## src/rtl/uart_tx.sv

```systemverilog
// Frame transmitter: header, length and up to NMAX payload bytes sent as back-to-back
// 8N1-style characters, one serial bit per CLK cycle.
module uart_tx #(
  parameter int FULL_DATA_SIZE = 40,
  parameter int BYTE_SIZE      = 8
) (
  input  logic                      CLK,
  input  logic                      RST,
  input  logic [FULL_DATA_SIZE-1:0] full_data,
  input  logic                      in_valid,
  output logic                      out_bit,
  output logic                      busy
);

  localparam int NMAX = FULL_DATA_SIZE / BYTE_SIZE - 2;
  // Counts characters still to send after the header: at most NMAX + 1.
  localparam int CW   = $clog2(NMAX + 2);
  localparam int BCW  = (BYTE_SIZE > 1) ? $clog2(BYTE_SIZE) : 1;

  typedef enum logic [1:0] {IDLE, START, DATA, STOP} state_e;

  state_e                    state_q;
  logic                      out_bit_q;
  logic                      busy_q;
  logic [BCW-1:0]            bit_cnt_q;
  logic [CW-1:0]             left_q;
  logic [CW-1:0]             left_d;
  logic [BYTE_SIZE-1:0]      byte_q;
  logic [BYTE_SIZE-1:0]      len_w;
  logic [FULL_DATA_SIZE-1:0] hold_q;

  // Characters after the header: the length byte plus the clamped payload count.
  always_comb begin
    len_w = full_data[FULL_DATA_SIZE-1-BYTE_SIZE -: BYTE_SIZE];
    if (int'(len_w) > NMAX) left_d = CW'(NMAX + 1);
    else                    left_d = CW'(len_w) + CW'(1);
  end

  // NOTE: all state here is updated with non-blocking assignments so every register
  // samples the values from before the edge, independent of statement order.
  always_ff @(posedge CLK or posedge RST) begin
    if (RST) begin
      state_q   <= IDLE;
      out_bit_q <= 1'b1;
      busy_q    <= 1'b0;
      bit_cnt_q <= '0;
      left_q    <= '0;
      byte_q    <= '0;
      hold_q    <= '0;
    end else begin
      case (state_q)
        IDLE: begin
          if (in_valid) begin
            state_q   <= START;
            out_bit_q <= 1'b0;
            busy_q    <= 1'b1;
            byte_q    <= full_data[FULL_DATA_SIZE-1 -: BYTE_SIZE];
            hold_q    <= full_data << BYTE_SIZE;
            left_q    <= left_d;
          end
        end
        START: begin
          state_q   <= DATA;
          out_bit_q <= byte_q[0];
          byte_q    <= byte_q >> 1;
          bit_cnt_q <= '0;
        end
        DATA: begin
          if (bit_cnt_q == BCW'(BYTE_SIZE - 1)) begin
            state_q   <= STOP;
            out_bit_q <= 1'b1;
          end else begin
            out_bit_q <= byte_q[0];
            byte_q    <= byte_q >> 1;
            bit_cnt_q <= bit_cnt_q + BCW'(1);
          end
        end
        STOP: begin
          // The next start bit follows the stop bit directly; no idle between characters.
          if (left_q != '0) begin
            state_q   <= START;
            out_bit_q <= 1'b0;
            byte_q    <= hold_q[FULL_DATA_SIZE-1 -: BYTE_SIZE];
            hold_q    <= hold_q << BYTE_SIZE;
            left_q    <= left_q - CW'(1);
          end else begin
            state_q <= IDLE;
            busy_q  <= 1'b0;
          end
        end
        default: state_q <= IDLE;
      endcase
    end
  end

  assign out_bit = out_bit_q;
  assign busy    = busy_q;

endmodule

```

## config.mk

```make
export PLATFORM = sky130hd
export DESIGN_NAME = uart_tx
export DESIGN_NICKNAME = d
export VERILOG_FILES = /design/src/rtl/uart_tx.sv
export SDC_FILE = /design/constraint.sdc
export NUM_CORES = 1
export LEC_CHECK = 0
export CAP_MARGIN = 25
export CORE_MARGIN = 2
export CORE_UTILIZATION = 53
export CTS_CLUSTER_SIZE = 20
export DETAILED_ROUTE_END_ITERATION = 10
export GPL_TIMING_DRIVEN = 0
export HOLD_SLACK_MARGIN = 0.15
export PLACE_DENSITY = 0.87
export SETUP_SLACK_MARGIN = 0.2
export SLEW_MARGIN = 20
export SYNTH_ARGS = -nofsm -noshare
export SYNTH_HDL_FRONTEND = slang
export SYNTH_SLANG_ARGS = --single-unit
```

## constraint.sdc

```tcl
create_clock -name CLK -period 2.45 [get_ports CLK]
set_input_delay 0.735 -clock CLK [delete_from_list [all_inputs] [get_ports CLK]]
set_output_delay 0.735 -clock CLK [all_outputs]
set_load 0.005 [all_outputs]
```

* Word level (Yosys, flattened, before mapping)
Index checks and enable logic that the tools add are counted.
** Cells by class
- Add/sub/neg operators :: 3
- $lt $le $gt $ge :: 1
- Equality and inequality tests :: 9
- Multiplexer cells :: 24
- Reductions and logical operators :: 10
** Operator list (count)
- $mux W40 :: 2
- $pmux W40 S2 :: 1
- $pmux W8 S4 :: 1
- $mux W8 :: 3
- $mux W3 :: 4
- $pmux W3 S2 :: 2
- $ne A2 B2 Y1 const B :: 5
- $reduce_and A3 Y1 :: 3
- $gt A8 B2 Y1 const B :: 1
- $pmux W2 S4 :: 1
- $add A3 B1 Y3 const B :: 2
- $mux W1 :: 6
- $reduce_and A2 Y1 :: 3
- $eq A2 B2 Y1 const B :: 2
- $mux W2 :: 2
- $pmux W1 S4 :: 1
- $reduce_bool A2 Y1 :: 2
- $eq A3 B3 Y1 const B :: 1
- $reduce_bool A3 Y1 :: 1
- $sub A3 B1 Y3 const B :: 1
- $eq A2 B1 Y1 const B :: 1
- $logic_not A2 Y1 :: 1
- $pmux W1 S2 :: 1
** Storage, ports and cells
- Bits in registers :: 58
- Bits of input ports :: 43
- Output and inout port bits :: 2
- Word-level logic and storage cells :: 54

* Depth between registers and ports, before layout
Gate-level depths: netlist of the first run.
- Word-level depth :: 4
- Mapped depth :: 7

* Least setup slack after synthesis of the first run
Ideal clock, no wire load.
- Path kind :: flip-flop to flip-flop
- From :: reg state_q[0]
- To :: reg hold_q[18]
- Setup time :: 0.125 ns
- Arrival time :: 1.568 ns
- Path slack :: 0.757 ns
- Stages on the path, launching flop included :: 8
- Path buffers :: 2
- Period minus slack after synthesis :: 1.693 ns
- Path through :: dfrtp_1 -> inv_1 -> ha_1 -> mux2i_1 -> nor2b_1 -> buf_6 -> buf_6 -> mux2_4
** On the way
- Cells in the longest elaborated chain, start to end :: 3
- Elaborated cells on any way between the ends :: 7
- Those cells by class :: eq/ne: 3; mux: 1; reduce/logical: 3
** Ends and longest elaborated chain
- start: declaration :: RTL line 22 : state_e state_q;
- start signal: assignment :: RTL line 43 : state_q <= IDLE;
- start signal: assignment :: RTL line 54 : state_q <= START;
- start signal: assignment :: RTL line 63 : state_q <= DATA;
- $eq A2 B2 Y1 / $logic_not A2 Y1 (equally long branches) :: RTL line 51 : case (state_q)
- $ne A2 B2 Y1 (no source line) / $reduce_bool A2 Y1 (equally long branches)
- $reduce_and A3 Y1 (no source line)
- end signal: assignment :: RTL line 58 : hold_q <= full_data << BYTE_SIZE;
- end signal: assignment :: RTL line 84 : hold_q <= hold_q << BYTE_SIZE;
- end: declaration :: RTL line 30 : logic [FULL_DATA_SIZE-1:0] hold_q;
Parallel ways exist; a longest one is shown, timed or not.
A chain may end at the register's enable or synchronous reset.

* Final worst setup path of the first run
- From :: in full_data[31]
- To :: reg left_q[2]
** On the way
- Cells in the longest elaborated chain, start to end :: 4
** Ends and longest elaborated chain
- start: declaration :: RTL line 9 : input logic [FULL_DATA_SIZE-1:0] full_data,
- $gt A8 B2 Y1 :: RTL line 35 : if (int'(len_w) > NMAX) left_d = CW'(NMAX + 1);
- $mux W3 :: RTL line 35
- $mux W3 :: RTL line 53 : if (in_valid) begin
- $pmux W3 S2 :: RTL line 51
- end signal: assignment :: RTL line 59 : left_q <= left_d;
- end signal: assignment :: RTL line 85 : left_q <= left_q - CW'(1);
- end: declaration :: RTL line 26 : logic [CW-1:0] left_q;
No other way between the ends. The select of a mux whose other input is x is not followed.

==> results of run 1 <==
power breakdown:
group | internal, W | leakage, nW | total, W | switching, W
Combinational | 0.00114 | 0.802 | 0.00211 | 0.000970
Clock | 0.000197 | 0.0383 | 0.000453 | 0.000256
Sequential | 0.00122 | 0.612 | 0.00144 | 0.000215
Total | 0.00256 | 1.45 | 0.00400 | 0.00144
area by class of cell:
type                            count  share of cell area (%)
Buffer                             14                    2.51
Tap cell                           70                    2.62
Sequential cell                    50                    37.5
Clock buffer                        7                    2.28
Timing Repair Buffer               45                    13.8
Multi-Input combinational cell    150                    39.7
Inverter                           15                    1.68
critical path, stage by stage:
cell	delay (ps)
clkdlybuf4s50_1	440
nor4_1	670
a32oi_1	220
a22o_1	240
sequential cells by signal, indices dropped and copies added, names as in the netlist:
register   count
byte_q         8
out_bit        1
left_q         3
state_q        2
hold_q        32
busy           1
bit_cnt_q      3
logic make-up after synthesis:
logic type | share of synthesized area, %
simple gates | 7.45
xor+xnor | 0.322
buf+inv | 5.15
compound gates | 9.43
flops | 46.1
fa+ha+maj | 4.60
mux | 27.0
routing by layer:
| layer | track usage (%) | vias up | routed length (µm) |
|---|---|---|---|
| li1 | - | 924 | - |
| met1 | 29.8 | 947 | 2560 |
| met2 | 38.7 | 47 | 2800 |
| met3 | 5.03 | 11 | 201 |
| met4 | 8.77 | 0 | 129 |
| met5 | 0 | - | 0 |
placed cells by master (no fill, tap or decap), types with 2 or more instances in the layout:
| master | netlist | layout |
|---|---|---|
| mux2i_1 | 2 | 2 |
| a21oi_1 | 2 | 2 |
| clkbuf_8 | 0 | 5 |
| a22oi_1 | 7 | 7 |
| mux2_4 | 19 | 19 |
| nand2_1 | 15 | 15 |
| clkdlybuf4s50_1 | 0 | 44 |
| o21ai_0 | 12 | 12 |
| a22o_1 | 2 | 2 |
| clkbuf_1 | 3 | 5 |
| dfrtp_1 | 49 | 49 |
| buf_2 | 7 | 7 |
| mux2_2 | 27 | 27 |
| buf_6 | 3 | 3 |
| mux2_1 | 11 | 11 |
| nand2b_1 | 2 | 2 |
| ha_1 | 10 | 10 |
| nor2b_1 | 4 | 4 |
| nand4_1 | 9 | 9 |
| nor2_1 | 3 | 3 |
| inv_1 | 15 | 14 |
| o21ai_1 | 11 | 11 |
worst max path at each step:
stage                         to  depth (start not counted)          start  slack [ps]
finish                 left_q[2]                          4  full_data[31]         340
global route           left_q[2]                          4  full_data[31]         310
CTS                    left_q[2]                          4  full_data[31]         370
detailed placement     left_q[2]                          4  full_data[31]          50
global placement       byte_q[5]                          2            RST        -400
floorplan           bit_cnt_q[0]                          1            RST         520
stage by stage:
step / hold slack, ps / setup TNS (ps) / worst slack (ps) / cells
after detailed placement: 473 / 0 / 53.0 / 344
after CTS: 491 / 0 / 370 / 351
after global placement: 468 / -19370 / -397 / 343
after global routing: 512 / 0 / 313 / 351
final: 491 / 0 / 336 / 351
after floorplan: 451 / 0 / 515 / 229
==> impl_metrics.csv, run 1 <==
group,metric,value,unit
yosys,synth_area,2720,µm²
setup_path,endpoint_kind,"register",
yosys,yosysTopAreaCellShare,45.1,%
sta,fin_skew,8.92,ps
route,wl,5690,µm
cells_and_area,syn_to_final_growth,23.0,%
cells_and_area,finalCoreUtilization,66.3,%
cts,cts_tree,"done",
setup_path,crit_type,"primary input to register",
yosys,synth_nets,282,
sta,timing.slew.headroom,50.8,%
grt,grt_pass1_wl,9740,µm
setup_path,r2r-end,"hold_q[23]",
cells_and_area,fill_cells,372,
cts,clock_latency,300,ps
sta,rsz0062_at_grt,"false",
pwr,total_power,0.00400,W
yosys,synthTopCellsByArea,"dfrtp_1 45%, mux2_2 11%, mux2_4 10%",
sta,setup_viol,0,
cts,cts.clk_slew.worst_paths,90,ps
yosys,async_flop_share,100,%
cts,cts_buffer_depth,2,
yosys,synthTopCellsByCount,"49 x dfrtp_1, 27 x mux2_2, 19 x mux2_4, 15 x inv_1, 15 x nand2_1",
setup_path,cp_max_fo,3,
sta,slew_viol_final,0,
yosys,synth_warnings,0,
grt,antenna_found_initial,0,
sta,fin_crit_sh,86.3,%
cts,htreeDepth,2,
placed_design,portBuffers,44,
sta,tightest_slew,732,ps
setup_path,worstReg2RegStart,"state_q[1]",
floorplanning,die_h,75.6,µm
hold_path,holdPathStages,1,
cells_and_area,design_area,3340,µm²
yosys,yosys.area.top_type,"dfrtp_1",
cells_and_area,multi_input_area,1330,µm²
cts,cts-root-buf,"clkbuf_8",
route,drtIter0Drc,98,
grt,first_global_vias,2066,
sta,fmax,473,MHz
setup_path,rr_worst_depth,4,
yosys,syn_inst,229,
route,drtAntennaViolNets,0,
cts,clock-sinks,50,
yosys,syn_area_per_cell,11.9,µm²
run_status,status,"finished clean",
hold_path,min_from,"hold_q[31]",
sta,hold_viol,0,
setup_path,critPathLaunchType,"primary input",
pwr,power_per_cell_area,1200,nW/µm²
floorplanning,die_area,5720,µm²
route,vias,1929,
hold_path,hp-class,"register to register",
floorplanning,die_x,75.6,µm
yosys,ys_ff_latch,50,
run,drv_cap,0,
floorplanning,io_pins,45,
route,routed_via_density,5.50,
setup_path,arrival,2310,ps
yosys,synth-main-ff-cell,"dfrtp_1",
floorplanning,rows,26,
pwr,leakage,1.45,nW
setup_path,reg2reg_slack,460,ps
cts,numCtsBuffers,5,
cells_and_area,seqCellArea,1250,µm²
grt,grt_max_degree,36,
route,drtPass1Iterations,4,
cts,ctsHoldBuffers,0,
grt,overflow,0,
yosys,synth_enable_flop_cells,0,
cells_and_area,drive_gt1_share,23.1,%
yosys,ys_seq_area_share,46.1,%
yosys,ys_types,36,
placed_design,placed_area,3270,µm²
floorplanning,start_util,53.9,%
yosys,yosysMostFrequentCell,"dfrtp_1",
cells_and_area,fin_nets,334,
cells_and_area,diodes,0,
cts,post_cts_buffers,0,
setup_path,crit_required,2650,ps
floorplanning,coreArea,5040,µm²
sta,finalCriticalPeriod,2110,ps
pwr,irDropWorstVdd,0.663,mV
route,drc_errors,0,
grt,grt_util_all_layers,23.2,%
placed_design,hpwl,4180,µm
hold_path,holdPathEnd,"hold_q[31]",
route,wl_per_cell,16.2,µm
cts,cts_resized,0,
placed_design,gp_congestion,0.868,
(Power assumes the default switching activity.)
==> inputs of run 2 (changes only) <==
Settings changed: MAX_ROUTING_LAYER from default to met4.
==> impl_metrics.csv, run 2 (synthesized netlist as in run 1, its figures left out) <==
group,metric,value,unit
floorplanning,start_util,53.9,%
setup_path,cp_max_fo,3,
sta,fin_skew,10.8,ps
sta,timing.slew.headroom,50.8,%
cells_and_area,largest-register,"hold_q",
cts,cts_buffer_depth,2,
route,drtAntennaViolNets,0,
floorplanning,die_h,75.6,µm
floorplanning,io_pins,45,
sta,hold_viol,0,
placed_design,portBuffers,44,
cells_and_area,reg_top3,"hold_q (32), byte_q (8)",
cts,post_cts_buffers,0,
placed_design,hpwl,4180,µm
cts,numCtsBuffers,5,
route,drt-met1-wl,2620,µm
route,wl_per_cell,16.2,µm
setup_path,endpoint,"left_q[2]",
grt,grt_pass1_wl,9740,µm
cts,clock_latency,300,ps
route,top_layer,"met4",
sta,setup_viol,0,
floorplanning,die_x,75.6,µm
grt,overflow,0,
placed_design,gp_congestion,0.883,
cells_and_area,drive_gt1_share,23.1,%
setup_path,worstReg2RegStart,"state_q[1]",
route,drtIter0Drc,100,
pwr,irDropWorstVdd,0.662,mV
hold_path,hp-class,"register to register",
cells_and_area,fin_nets,334,
cells_and_area,largest_reg_flops,32,
sta,rsz0062_at_grt,"false",
route,wl,5700,µm
setup_path,arrival,2310,ps
cells_and_area,layout_common_cells,"49 x dfrtp_1, 44 x clkdlybuf4s50_1, 27 x mux2_2",
setup_path,r2r-end,"hold_q[23]",
route,drtPass1Iterations,4,
cells_and_area,syn_to_final_growth,23.0,%
floorplanning,rows,26,
grt,antenna_found_initial,0,
floorplanning,die_area,5720,µm²
floorplanning,coreArea,5040,µm²
grt,grt_max_degree,36,
route,routed_via_density,5.49,
sta,worst_slack,336,ps
sta,fin_crit_sh,86.3,%
run_status,status,"finished clean",
cts,ctsHoldBuffers,0,
setup_path,crit_required,2650,ps
route,dr_wl_met2,2810,µm
cts,cts.clk_slew.worst_paths,90,ps
run,drv_cap,0,
sta,slew_viol_final,0,
pwr,power_per_cell_area,1200,nW/µm²
grt,first_global_vias,2068,
cts,cts-root-buf,"clkbuf_8",
setup_path,reg2reg_slack,440,ps
setup_path,critPathLaunchType,"primary input",
sta,fmax,473,MHz
route,drc_errors,0,
placed_design,dp_slack,53.0,ps
cts,cts_resized,0,
pwr,total_power,0.00401,W
sta,tightest_slew,732,ps
grt,grt_util_all_layers,23.9,%
cts,clock-sinks,50,
cts,cts_tree,"done",
cells_and_area,final_common_cell,"dfrtp_1",
sta,finalCriticalPeriod,2110,ps
cells_and_area,diodes,0,
setup_path,rr_worst_depth,4,
route,vias,1926,
setup_path,critPathLaunch,"full_data[31]",
route,wl_met3,159,µm
pwr,leakage,1.45,nW
cts,htreeDepth,2,
setup_path,endpoint_kind,"register",
setup_path,crit_type,"primary input to register",
run 2: cell counts in the layout (fill, tap and decap cells not counted):
No cell type changed its count.
run 2: where the power goes:
group          switching, W  internal, W  total, W
clock network      0.000256     0.000197  0.000453
registers          0.000217      0.00122   0.00144
logic              0.000975      0.00114   0.00212
run 2: how the worst min path moves through the flow:
stage                    start          to  slack [ps]  cells after the start
global placement    hold_q[28]  hold_q[28]         470                      1
finish              hold_q[31]  hold_q[31]         490                      1
floorplan            byte_q[0]   byte_q[0]         450                      1
global route        hold_q[28]  hold_q[28]         510                      1
CTS                 hold_q[31]  hold_q[31]         490                      1
detailed placement  hold_q[28]  hold_q[28]         470                      1
run 2: routing by layer:
layer,vias up,track usage [%]
met1,955,29.9
met5,-,-
met4,0,8.77
met3,9,4.89
met2,39,38.6
li1,923,-
run 2: area by class of cell:
type / instances / area, µm²
Timing Repair Buffer: 45 / 460
Multi-Input combinational cell: 150 / 1330
Buffer: 14 / 83.8
Fill cell: 372 / 1700
Inverter: 15 / 56.3
Sequential cell: 50 / 1250
Tap cell: 70 / 87.6
Clock buffer: 7 / 76.3
run 2: stage by stage:
step / setup TNS (ps) / hold WS [ps] / instance area, µm² / utilization [%] / cells
2_1_floorplan: 0 / 451 / 2720 / - / 229
3_3_place_gp: -19370 / 468 / 3250 / 64.4 / 343
3_5_place_dp: 0 / 473 / 3270 / 64.8 / 344
4_1_cts: 0 / 491 / 3340 / 66.3 / 351
5_1_grt: 0 / 512 / 3340 / 66.3 / 351
6_report: 0 / 491 / 3340 / 66.3 / 351
run 2: worst max-delay path: stages:
cell,delay (ps)
clkdlybuf4s50_1,440
nor4_1,670
a32oi_1,220
a22o_1,240
==> inputs of run 3 (changes only) <==
Settings changed: CORE_ASPECT_RATIO from default to 0.7.
==> impl_metrics.csv, run 3 (synthesized netlist as in run 1, its figures left out) <==
group,metric,value,unit
cells_and_area,final_cells,351,
route,wl,5820,µm
floorplanning,die_area,5730,µm²
setup_path,critPathTopFamily,"buffers and inverters",
sta,whs,494,ps
sta,fin_skew,7.01,ps
cts,cts.clk_slew.worst_paths,90,ps
cells_and_area,reg_top3,"hold_q (32), byte_q (8)",
cts,cts_buffer_depth,2,
sta,worst_slack,355,ps
grt,first_global_vias,1915,
placed_design,hpwl,4240,µm
sta,slew_viol_final,0,
route,wl_met3,321,µm
grt,grt_pass1_wl,9850,µm
route,routed_via_density,5.43,
sta,finalCriticalPeriod,2090,ps
setup_path,crit_buf_inv,3,
hold_path,hp-class,"register to register",
cts,clock_latency,310,ps
setup_path,rr_worst_depth,4,
pwr,total_power,0.00408,W
run_status,status,"finished clean",
sta,timing.slew.headroom,51.2,%
cells_and_area,syn_to_final_growth,23.7,%
floorplanning,rows,21,
sta,rsz0062_at_grt,"false",
cts,cts_tree,"done",
sta,fmax,477,MHz
setup_path,crit_type,"primary input to register",
placed_design,placed_area,3270,µm²
cells_and_area,largest_reg_flops,32,
floorplanning,coreArea,4860,µm²
cells_and_area,diodes,0,
setup_path,cp_cell_sequence,"clkdlybuf4s50_1 -> mux2i_1 -> nor2b_1 -> buf_6 -> buf_6 -> mux2_4",
route,wl_per_cell,16.6,µm
setup_path,slowest_stage,"clkdlybuf4s50_1",
cells_and_area,final_common_cell,"dfrtp_1",
cells_and_area,design_area,3360,µm²
pwr,irDropWorstVdd,0.531,mV
hold_path,holdPathStages,1,
sta,tightest_slew,726,ps
cells_and_area,largest-register,"hold_q",
route,drc_errors,0,
cts,post_cts_buffers,0,
cts,cts-root-buf,"clkbuf_8",
grt,antenna_found_initial,0,
setup_path,cp_max_fo,10,
cts,htreeDepth,2,
setup_path,critPathLaunchType,"primary input",
setup_path,arrival,2290,ps
cts,ctsHoldBuffers,0,
sta,fin_crit_sh,85.5,%
cts,cts_resized,0,
cts,numCtsBuffers,5,
placed_design,portBuffers,44,
route,top_layer,"met4",
setup_path,cpMostUsedCell,"buf_6",
setup_path,worst_path_largest_cell_delay,500,ps
cells_and_area,layout_common_cells,"49 x dfrtp_1, 44 x clkdlybuf4s50_1, 27 x mux2_2",
route,dr_wl_met2,2640,µm
run,drv_cap,0,
placed_design,dp_slack,55.3,ps
pwr,leakage,1.47,nW
setup_path,reg2reg_slack,410,ps
route,drtIter0Drc,132,
grt,grt_util_all_layers,23.3,%
route,drtPass1Iterations,4,
pwr,power_per_cell_area,1210,nW/µm²
floorplanning,start_util,55.9,%
floorplanning,io_pins,45,
cts,clock-sinks,50,
route,drtAntennaViolNets,0,
setup_path,crit_required,2650,ps
grt,overflow,0,
floorplanning,die_h,63.9,µm
sta,hold_viol,0,
floorplanning,die_x,89.6,µm
cells_and_area,drive_gt1_share,23.8,%
route,drt-met1-wl,2810,µm
sta,setup_viol,0,
placed_design,gp_congestion,0.858,
setup_path,endpoint_kind,"register",
placed_design,placed_cells,343,
grt,grt_max_degree,31,
setup_path,cp_num_cells,6,
cells_and_area,fin_nets,334,
route,vias,1906,
-- run 3: where the power goes --
| part | internal, W | total [W] | switching [W] |
|---|---|---|---|
| clock | 0.000228 | 0.000505 | 0.000276 |
| sequential | 0.00122 | 0.00145 | 0.000225 |
| combinational | 0.00115 | 0.00213 | 0.000986 |
-- run 3: cell type report --
| cell class | count | area, µm² |
|---|---|---|
| Multi-Input combinational cell | 150 | 1330 |
| Sequential cell | 50 | 1250 |
| Clock buffer | 7 | 86.3 |
| Inverter | 15 | 56.3 |
| Fill cell | 349 | 1500 |
| Tap cell | 69 | 86.3 |
| Clock inverter | 1 | 5.00 |
| Buffer | 14 | 83.8 |
| Timing Repair Buffer | 45 | 468 |
-- run 3: worst register-to-register path: cells and delay by family, from the launching register on --
family	cells	cell delay (ps)
fa+ha+maj	1	280
buf+inv	1	520
flops	1	460
mux	2	670
-- run 3: path summary, 6_finish.rpt --
path / from / end
max reg2reg: state_q[1] / hold_q[18]
min: byte_q[5] / byte_q[5]
min reg2reg: byte_q[5] / byte_q[5]
max: in_valid / hold_q[36]
min in group asynchronous: RST / left_q[0]
max in group asynchronous: RST / hold_q[32]
-- run 3: through the flow --
stage | TNS, ps | utilization (%)
final | 0 | 69.2
after global routing | 0 | 69.2
after CTS | 0 | 69.2
after detailed placement | 0 | 67.3
after global placement | -22110 | 66.8
after floorplan | 0 | -
-- run 3: metal layers --
metal  vias up  track usage [%]
li1        923                -
met1       931             35.6
met2        46             32.6
met3         6             4.39
met4         0             4.48
met5         -                -
